**src/rtl/load_store_unit.sv**
```systemverilog
// Load/store unit between the core memory stage and a word-wide data RAM with byte mask.
// Misaligned accesses are split into two RAM word accesses; one response per request.
module load_store_unit #(
  parameter int unsigned ADDR_WIDTH = 10,
  parameter logic [31:0] BASE_ADDR  = 32'h0
) (
  input  logic                  clk,
  input  logic                  reset_n,
  input  logic                  req_valid,
  output logic                  req_ready,
  input  logic                  req_write,
  input  logic [31:0]           req_addr,
  input  logic [1:0]            req_size,
  input  logic                  req_unsigned,
  input  logic [31:0]           req_wdata,
  output logic                  resp_valid,
  output logic                  resp_error,
  output logic [31:0]           resp_rdata,
  output logic                  ram_write_enable,
  output logic                  ram_read_enable,
  output logic [ADDR_WIDTH-1:0] ram_addr,
  output logic [3:0]            ram_mask,
  output logic [31:0]           ram_data_in,
  input  logic [31:0]           ram_data_out
);

  localparam logic [2:0] StIdle = 3'd0;
  localparam logic [2:0] StAcc0 = 3'd1;
  localparam logic [2:0] StAcc1 = 3'd2;
  localparam logic [2:0] StCap  = 3'd3;
  localparam logic [2:0] StResp = 3'd4;

  logic [2:0] state_q, state_d;

  logic                  write_q;
  logic [1:0]            size_q;
  logic                  unsigned_q;
  logic [31:0]           wdata_q;
  logic [1:0]            o_q;
  logic [ADDR_WIDTH-1:0] w0_q;
  logic                  mis_q;
  logic                  err_q;
  logic [31:0]           word0_q;
  logic [31:0]           word1_q;

  // Request decode, evaluated on the raw inputs only at accept time
  logic [31:0]           req_off;
  logic [1:0]            req_o;
  logic [3:0]            req_n;
  logic [ADDR_WIDTH-1:0] req_w0;
  logic                  req_mis;
  logic                  req_err;
  logic                  accept;

  always_comb begin
    req_off = req_addr - BASE_ADDR;
    req_o   = req_off[1:0];
    req_w0  = req_off[ADDR_WIDTH+1:2];
    unique case (req_size)
      2'b00:   req_n = 4'd1;
      2'b01:   req_n = 4'd2;
      default: req_n = 4'd4;
    endcase
    req_mis = ({2'b00, req_o} + req_n) > 4'd4;
    req_err = (req_size == 2'b11) || (|req_off[31:ADDR_WIDTH+2]) || (req_mis && (&req_w0));
  end

  assign accept = req_valid && (state_q == StIdle);

  always_comb begin
    state_d = state_q;
    unique case (state_q)
      StIdle: if (req_valid) state_d = req_err ? StResp : StAcc0;
      StAcc0: begin
        if (mis_q)        state_d = StAcc1;
        else if (write_q) state_d = StResp;
        else              state_d = StCap;
      end
      StAcc1:  state_d = write_q ? StResp : StCap;
      StCap:   state_d = StResp;
      StResp:  state_d = StIdle;
      default: state_d = StIdle;
    endcase
  end

  always_ff @(posedge clk) begin
    if (!reset_n) begin
      state_q <= StIdle;
    end else begin
      state_q <= state_d;
    end
  end

  // Datapath registers need no reset: they are only observed after being loaded
  always_ff @(posedge clk) begin
    if (reset_n && accept) begin
      write_q    <= req_write;
      size_q     <= req_size;
      unsigned_q <= req_unsigned;
      wdata_q    <= req_wdata;
      o_q        <= req_o;
      w0_q       <= req_w0;
      mis_q      <= req_mis;
      err_q      <= req_err;
    end
    if (!write_q && state_q == StAcc1) begin
      word0_q <= ram_data_out;
    end
    if (!write_q && state_q == StCap) begin
      if (mis_q) word1_q <= ram_data_out;
      else       word0_q <= ram_data_out;
    end
  end

  // Lane mapping for stores
  logic [3:0]  n_mask;
  logic [7:0]  mask8;
  logic [63:0] data64;

  always_comb begin
    unique case (size_q)
      2'b00:   n_mask = 4'b0001;
      2'b01:   n_mask = 4'b0011;
      default: n_mask = 4'b1111;
    endcase
    mask8  = {4'b0000, n_mask} << o_q;
    data64 = {32'h0, wdata_q} << {o_q, 3'b000};
  end

  // Enables are gated by reset so a write in flight is dropped at the reset edge
  always_comb begin
    ram_write_enable = 1'b0;
    ram_read_enable  = 1'b0;
    ram_mask         = 4'b0000;
    ram_addr         = w0_q;
    ram_data_in      = data64[31:0];
    if (reset_n && state_q == StAcc0) begin
      ram_write_enable = write_q;
      ram_read_enable  = !write_q;
      ram_mask         = mask8[3:0];
    end else if (reset_n && state_q == StAcc1) begin
      ram_write_enable = write_q;
      ram_read_enable  = !write_q;
      ram_mask         = mask8[7:4];
      ram_addr         = w0_q + ADDR_WIDTH'(1);
      ram_data_in      = data64[63:32];
    end
  end

  // Load result extraction and extension
  logic [31:0] sel;
  logic [31:0] ext;

  always_comb begin
    sel = 32'({word1_q, word0_q} >> {o_q, 3'b000});
    unique case (size_q)
      2'b00:   ext = unsigned_q ? {24'h0, sel[7:0]} : {{24{sel[7]}}, sel[7:0]};
      2'b01:   ext = unsigned_q ? {16'h0, sel[15:0]} : {{16{sel[15]}}, sel[15:0]};
      default: ext = sel;
    endcase
  end

  assign req_ready  = reset_n && (state_q == StIdle);
  assign resp_valid = (state_q == StResp);
  assign resp_error = (state_q == StResp) && err_q;
  assign resp_rdata = ((state_q == StResp) && !err_q && !write_q) ? ext : 32'h0;

endmodule

```
**config.mk**
```make
export PLATFORM = sky130hd
export DESIGN_NAME = load_store_unit
export DESIGN_NICKNAME = d
export VERILOG_FILES = /design/src/rtl/load_store_unit.sv
export SDC_FILE = /design/constraint.sdc
export NUM_CORES = 1
export LEC_CHECK = 0
export CAP_MARGIN = 20
export CORE_MARGIN = 2
export CORE_UTILIZATION = 47
export DETAILED_ROUTE_END_ITERATION = 10
export PLACE_DENSITY = 0.81
export SETUP_SLACK_MARGIN = 0.2
export SYNTH_ARGS = -nofsm -noshare
export SYNTH_HDL_FRONTEND = slang
export SYNTH_SLANG_ARGS = --single-unit
```
**constraint.sdc**
```tcl
create_clock -name clk -period 4.1 [get_ports clk]
set_input_delay 0.41 -clock clk [delete_from_list [all_inputs] [get_ports clk]]
set_output_delay 0.41 -clock clk [all_outputs]
set_load 0.01 [all_outputs]
```
After elaboration in Yosys (flattened, before gate mapping)
Index checks and enable logic that the tools add are counted.
Operators by class
  add/sub/neg operators: 2
  multiply operators: 0
  divide/modulo/power cells: 0
  $lt $le $gt $ge: 1
  equality and inequality tests: 8
  shifts and indexed selects: 3
  muxes and demuxes: 24
  bitwise gates (word level): 0
  reduce and logical (&&, ||, !) cells: 21
Operators by type and width (count)
  $mux 32: 8
  $pmux 32 s2: 1
  $shl 32x5->64: 1
  $shr 64x5->32: 1
  $mux 10: 2
  $reduce_or 20->1: 1
  $mux 3: 4
  $pmux 3 s4: 1
  $logic_and 1x1->1: 11
  $add 10x1->10 const B: 1
  $reduce_and 10->1: 1
  $mux 4: 2
  $pmux 4 s2: 1
  $shl 4x2->8: 1
  $eq 3x2->1 const B: 2
  $pmux 3 s2: 1
  $add 2x4->4: 1
  $eq 2x1->1 const B: 2
  $gt 4x3->1 const B: 1
  $logic_not 2->1: 2
  $mux 1: 4
  $eq 3x1->1 const B: 1
  $eq 3x3->1 const B: 1
  $logic_not 3->1: 1
  5 further kinds: 7
Storage, ports and cells
  register bits: 117
  bits in latches: 0
  RAM bits: 0
  bits in read-only memories: 0
  bits of input ports: 103
  memories kept: 0

Longest topological paths before layout
Gate-level depths: netlist of the first run.
  depth after elaboration: 9
  depth in mapped cells: 8
  mapped depth without buffers: 7

Worst setup path after synthesis of the first run
No wires, ideal clock.
  path kind: reg2reg
  start: register write_q
  end: register word1_q[0] (enable)
  data arrival time: 2.953 ns
  data required time: 3.634 ns
  setup slack: 0.681 ns
  cell stages (with the launch flop): 3
  cell sequence: edfxtp_1 nand2b_1 nor4_1
Between the ends
  word-level cells in the longest chain between the ends: 3
Ends and longest elaborated chain
  start, declared: line 35  | logic write_q;
  start signal, assigned: line 97  | write_q <= req_write;
  $logic_not 1->1: line 109  | if (!write_q && state_q == StCap) begin
  $logic_and 1x1->1: line 109
  $reduce_and 2->1 (no source line)
  end signal, assigned: line 110  | if (mis_q) word1_q <= ram_data_out;
  end, declared: line 44  | logic [31:0] word1_q;
Every way passes these cells.
A chain may end at the register's enable or synchronous reset.

Worst setup path after layout of the first run
  start: register o_q[0]
  end: output port resp_rdata[31]
Between the ends
  word-level cells in the longest chain between the ends: 4
  elaborated cells on any way between the ends: 5
Ends and longest elaborated chain
  start, declared: line 39  | logic [1:0] o_q;
  start signal, assigned: line 101  | o_q <= req_o;
  $shr 64x5->32 *: line 155  | sel = 32'({word1_q, word0_q} >> {o_q, 3'b000});
  $mux 32 (on tied branches): line 158, 157
  $pmux 32 s2 *: line 156  | unique case (size_q)
  $mux 32 *: line 166  | assign resp_rdata = ((state_q == StResp) && !err_q && !write_q) ? ext : 32'h0;
  end, declared: line 18  | output logic [31:0] resp_rdata,
Mark *: on every way between the ends. The rest lies on a longest branch, timed or not.

==> flow_summary.yaml, run 1 <==
grt:
  top_usage_layer: "met2"
  grt.met3_usage_pct: 4.57
  grt_pass1_wl_mm: 23.2
  grt_overflow: 0
  grt_pass1_vias: 4550
  grt_usage_pct: 22.4
  use_met1_pct: 28.1
  use_met2_pct: 38.4
  grt_max_degree: 66
  antenna_found_initial: 0
sta:
  rsz0062_at_grt: "no"
  finalCritPeriodShare_pct: 81.3
  fin_tns_setup_ns: 0
  worst_pin_slew_ns: 0.684
  setup_viol: 0
  slew_headroom_pct: 54.4
  fin_crit_ns: 3.33
  fin_skew_ns: 0.00879
  slew_violations: 0
  timing.final.hold_violations: 0
  max_freq_ghz: 0.300
yosys:
  synth.area.top_cells: "edfxtp_1, dfxtp_1, mux4_2, mux2_2, nor2_1"
  synthCells: 500
  yosysSeqAreaShare_pct: 49.2
  synth_top_area_cell: "edfxtp_1"
  synthesis.nets: 607
  netlist_area_mm2: 0.00594
  syn_avg_cell_area_um2: 11.9
  ys.warnings.count: 0
  synth_seq_cells: 109
  synth.distinct_cells: 42
  synth.top_cell.area_share_pct: 37.4
cts:
  cts_hold_buf: 0
  postCtsSetupRepairBufs: 0
  clockBufferDepth: 2
  htreeDepth: 3
  tritoncts: "yes"
  cts-root-buf: "clkbuf_16"
  cts-resized-gates: 0
  clock_latency_ns: 0.36
  path_clk_slew_ns: 0.08
  numCtsBuffers: 9
  cts.sinks: 109
worst_setup_path:
  path_cells: "buf_4 > mux4_2 > mux2i_1 > or4_4 > o21ai_0 > clkdlybuf4s50_1"
  cp-start-kind: "register"
  rr_worst_depth: 3
  cp.arrival_ns: 2.92
  worstPathRequired_ns: 3.69
  r2r-end: "size_q[0]"
  r2r-start: "state_q[0]"
  crit_family: "buffers and inverters"
  worst-path-buf-inv: 2
  critical_path.max_fanout: 20
  end_kind: "output port"
  critPathSlowestCell: "or4_4"
  crit_path_max_incr_delay_ns: 0.64
  path_class: "register to output port"
  rrSetupSlack_ns: 2.13
routing:
  drtAntennaViolNets: 0
  route.detailed.drc: 0
  drt_pass1_iterations: 5
  dr.first_iter.drc_count: 363
  routedWlPerCell_um: 18.1
  vias_per_cell: 5.47
  num_vias: 4648
  drt_wl_total_mm: 15.4
power:
  powerDensity_mw_per_mm2: 306
  irDropWorstVdd_mv: 0.262
  leakage_nw: 2.94
cells_and_area:
  diodes: 0
  instances_no_fill: 849
  syn2layout_area_growth_pct: 39.4
  fin_util_pct: 66.5
  drive_above_1_share_pct: 18.3
  final_area_mm2: 0.00828
  fillers: 942
  nets: 779
min_path:
  whs_endpoint: "word0_q[1]"
  holdCritStartpoint: "word0_q[1]"
  worstHoldPathCells: 1
  hp-class: "register to register"
die:
  die_h_um: 116
  num_rows: 41
  die_x_um: 116
  ios: 186
  coreArea_mm2: 0.0125
  die-area_mm2: 0.0136
  start_util_pct: 47.7
placement:
  dp.cells: 832
  placed_area_mm2: 0.00794
  portBuffers: 185
  hpwlAfterDp_mm: 11.3
  finalWeightedCongestion: 0.813
run:
  maxCapViolations: 0
run_status:
  status: "completed"
[layout by cell type, fill, tap and decap left out, types with 15 or more instances in the layout]
master / Yosys / routed
nand2_1: 27 / 27
edfxtp_1: 74 / 74
a21oi_1: 29 / 29
clkdlybuf4s50_1: 0 / 185
mux2_2: 50 / 50
nand3_1: 15 / 15
mux2i_1: 19 / 19
dfxtp_1: 35 / 35
inv_1: 19 / 19
mux4_2: 31 / 31
nor2_1: 55 / 55
[state kept, by name, summed over array words and instances, names as in the netlist]
register    cells
wdata_q        32
mis_q           1
state_q         3
err_q           1
word0_q        32
word1_q        24
o_q             2
write_q         1
unsigned_q      1
size_q          2
w0_q           10
[Yosys cell counts]
cell,number
o21ai_2,10
nor3_1,4
nor2b_1,11
o21a_1,1
and2_1,2
a21oi_1,29
edfxtp_1,74
buf_1,1
nor4bb_1,1
o21ai_0,12
a22o_1,2
nand4_1,6
mux4_2,31
ha_1,3
a211o_1,1
o22ai_1,2
fa_1,1
o21ai_1,1
nor2_1,55
nor4_1,6
and3_1,4
o31ai_1,8
and4_1,1
xnor2_1,7
nand2b_1,10
clkbuf_1,13
mux2i_1,19
buf_2,19
xor2_1,2
buf_4,2
a31oi_1,1
nand2_1,27
nand4bb_1,1
inv_1,19
buf_6,1
or4_4,1
mux2_2,50
a211oi_1,9
nand3_1,15
dfxtp_1,35
or3_1,2
or2_0,1
[per-layer routing]
metal	wire length (um)	share of wire, %	vias to the layer above
met1	6230	41	2265
met2	7930	52	144
met5	0	0	-
li1	-	-	2208
met3	773	5.0	31
met4	426	2.8	0
[layout make-up]
type | count | area (um^2) | area share, %
flip-flops and latches | 109 | 2920 | 35.3
clock buffers | 9 | 225 | 2.72
multi-input cells | 336 | 2800 | 33.8
well taps | 172 | 215 | 2.60
repair buffers | 197 | 1960 | 23.7
inverters | 19 | 71.3 | 0.861
clock inverters | 7 | 88.8 | 1.07
[worst max path at each step]
stage,start,end,slack [ns],cells past startpoint
3_5_place_dp,reset_n,ram_addr[7],0.92,7
2_1_floorplan,write_q,word1_q[0],0.68,2
6_report,o_q[0],resp_rdata[31],0.77,6
3_3_place_gp,reset_n,ram_addr[7],1.06,7
4_1_cts,o_q[0],resp_rdata[31],0.74,6
5_1_grt,o_q[1],resp_rdata[14],0.58,6
[stage by stage]
step                      hold WS, ns  power, mW  setup WS [ns]
after detailed placement        0.469       1.67          0.918
final                           0.487       2.53          0.768
after floorplan                 0.452       1.46          0.681
after CTS                       0.490       2.55          0.745
after global placement          0.461       1.65           1.06
after global routing            0.513       2.62          0.575
[power breakdown]
part           total, mW  internal [mW]  switching [mW]
Sequential          1.27           1.23          0.0405
Combinational      0.380          0.239           0.141
Clock              0.888          0.437           0.451
[kinds of logic after synthesis]
logic type	count (synthesis)	synth area share [%]
AND/OR/NAND/NOR	147	11.9
flip-flops	109	49.2
multiplexers	100	24.4
AO/OA/AOI/OAI	76	8.05
buffers and inverters	55	4.13
XOR/XNOR	9	1.33
adder cells (fa/ha/maj)	4	0.969
Power figures use the tool's default switching activity.
==> inputs of run 2 (changes only) <==
--- a/config.mk
+++ b/config.mk
@@ -7,9 +7,9 @@
 export LEC_CHECK = 0
 export CAP_MARGIN = 20
 export CORE_MARGIN = 2
-export CORE_UTILIZATION = 47
+export CORE_UTILIZATION = 43
 export DETAILED_ROUTE_END_ITERATION = 10
-export PLACE_DENSITY = 0.81
+export PLACE_DENSITY = 0.78
 export SETUP_SLACK_MARGIN = 0.2
 export SYNTH_ARGS = -nofsm -noshare
 export SYNTH_HDL_FRONTEND = slang
==> constraint.sdc (replaced) <==
create_clock -name clk -period 2.8 [get_ports clk]
set_input_delay 0.28 -clock clk [delete_from_list [all_inputs] [get_ports clk]]
set_output_delay 0.28 -clock clk [all_outputs]
set_load 0.01 [all_outputs]
==> flow_summary.yaml, run 2 (synthesis gave the netlist of run 1 again) <==
run_status:
  status: "completed"
sta:
  setup_viol: 0
  fin_skew_ns: 0.00776
  fin_crit_ns: 2.68
  rsz0062_at_grt: "yes"
  slew_violations: 0
  max_freq_ghz: 0.373
  finalCritPeriodShare_pct: 95.8
  timing.final.hold_violations: 0
  worst_hold_slack_ns: 0.479
  slew_headroom_pct: 68.4
  worst_pin_slew_ns: 0.473
placement:
  placed_area_mm2: 0.00804
  portBuffers: 185
  dp.cells: 846
  hpwlAfterDp_mm: 11.4
  finalWeightedCongestion: 0.821
cells_and_area:
  seq_area_mm2: 0.00292
  nets: 817
  syn2layout_area_growth_pct: 46.5
  final_area_mm2: 0.00870
  instances_no_fill: 891
  final_common_cell: "clkdlybuf4s50_1"
  final_cell_mix: "clkdlybuf4s50_1, edfxtp_1, nor2_1"
  diodes: 0
  multi_input_area_mm2: 0.00285
  fillers: 1023
  reg_top3: "wdata_q (32), word0_q (32), word1_q (24)"
  drive_above_1_share_pct: 25.6
worst_setup_path:
  critical_path.max_fanout: 6
  critPathSlowestCell: "edfxtp_1"
  end_kind: "output port"
  path_class: "register to output port"
  worstPathRequired_ns: 2.52
  path_cells: "buf_4 > mux4_2 > mux2i_2 > or4_4 > buf_6 > o21ai_0 > clkdlybuf4s15_2"
  cp.arrival_ns: 2.40
  crit_path_max_incr_delay_ns: 0.49
  cp-start-kind: "register"
power:
  powerDensity_mw_per_mm2: 417
  leakage_nw: 3.61
  swShare_pct: 23.7
  p_int_mw: 2.77
  irDropWorstVdd_mv: 0.240
  p_clk_share_pct: 32.9
  p_switching_mw: 0.859
  p_seq_share_pct: 51.0
  p_comb_share_pct: 16.1
grt:
  grt_pass1_wl_mm: 24.6
  grt_max_degree: 53
  grt_pass1_vias: 4804
  grt_overflow: 0
  antenna_found_initial: 0
  grt_usage_pct: 21.6
routing:
  vias_per_cell: 5.51
  drt_wl_total_mm: 16.4
  route.detailed.drc: 0
  drtAntennaViolNets: 0
  num_vias: 4913
  routedWlPerCell_um: 18.4
  dr.first_iter.drc_count: 302
  drt_pass1_iterations: 4
die:
  num_rows: 42
  die-area_mm2: 0.0148
  ios: 186
  coreArea_mm2: 0.0133
  die_x_um: 122
  die_h_um: 122
  start_util_pct: 44.5
cts:
  numCtsBuffers: 9
  htreeDepth: 3
  cts_hold_buf: 0
  cts.sinks: 109
  clock_latency_ns: 0.35
  clockBufferDepth: 2
  path_clk_slew_ns: 0.07
  tritoncts: "yes"
  cts-root-buf: "clkbuf_16"
run:
  maxCapViolations: 0
min_path:
  hp-class: "primary input to register"
[run 2: power by group through the flow]
stage / clock network [mW] / registers (mW) / logic (mW)
after floorplan: 0 / 1.87 / 0.278
after global placement: 0 / 1.88 / 0.540
after detailed placement: 0 / 1.89 / 0.553
after CTS: 1.22 / 1.85 / 0.565
after global routing: 1.27 / 1.86 / 0.629
final: 1.19 / 1.85 / 0.585
[run 2: layout make-up]
type                       instances  area share [%]
sequential                       109            33.6
multi-input combinational        337            32.8
timing repair buffer             234            27.1
clock buffer                      10            2.63
tap                              176            2.53
inverter                          19           0.820
clock inverter                     6           0.518
[run 2: per-stage QoR]
stage / util [%] / setup slack, ns / TNS [ns] / power, mW
6_report: 65.2 / 0.117 / 0 / 3.63
2_1_floorplan: - / 0.382 / 0 / 2.14
3_5_place_dp: 60.3 / 0.137 / 0 / 2.44
3_3_place_gp: 60.3 / 0.214 / 0 / 2.42
4_1_cts: 63.1 / -0.00597 / -0.0114 / 3.63
5_1_grt: 65.2 / 0.0100 / 0 / 3.76
[run 2: critical path: cells and delay by family, from the launching register on]
kind | cells | cell delay, ns
AND/OR/NAND/NOR | 1 | 0.46
flip-flops | 1 | 0.49
buffers and inverters | 3 | 0.62
multiplexers | 2 | 0.42
AO/OA/AOI/OAI | 1 | 0.07
[run 2: path summary, 6_finish.rpt]
path	from	endpoint	slack, ns	depth (start not counted)
worst max-delay path	o_q[0]	resp_rdata[16]	0.12	7
worst min-delay path	req_wdata[21]	wdata_q[21]	0.48	1
worst max register to register	state_q[0]	word0_q[30]	0.98	5
worst min register to register	word0_q[6]	word0_q[6]	0.49	1
[run 2: layer usage]
metal / routed length (um) / track usage [%] / part of all wire, %
met4: 683 / 11.6 / 4.2
met3: 768 / 2.53 / 4.7
met2: 8270 / 36.2 / 51
met1: 6650 / 27.5 / 41
met5: 0 / 0 / 0
[run 2: repair_timing]
| action | 4_1_cts | 5_1_grt |
|---|---|---|
| gates resized for setup | 56 | 55 |
| buffers inserted | 10 | 15 |
| gates cloned | 2 | 2 |
| pin swaps | 1 | 0 |
| endpoints found under the setup margin | 69 | 53 |
==> inputs of run 3 (changes only) <==
--- a/config.mk
+++ b/config.mk
@@ -11,6 +11,7 @@
 export DETAILED_ROUTE_END_ITERATION = 10
 export PLACE_DENSITY = 0.78
 export SETUP_SLACK_MARGIN = 0.2
+export SLEW_MARGIN = 10
 export SYNTH_ARGS = -nofsm -noshare
 export SYNTH_HDL_FRONTEND = slang
 export SYNTH_SLANG_ARGS = --single-unit
==> results of run 3 <==
Same layout as run 2: the final DEF is identical, and so are final timing and power.
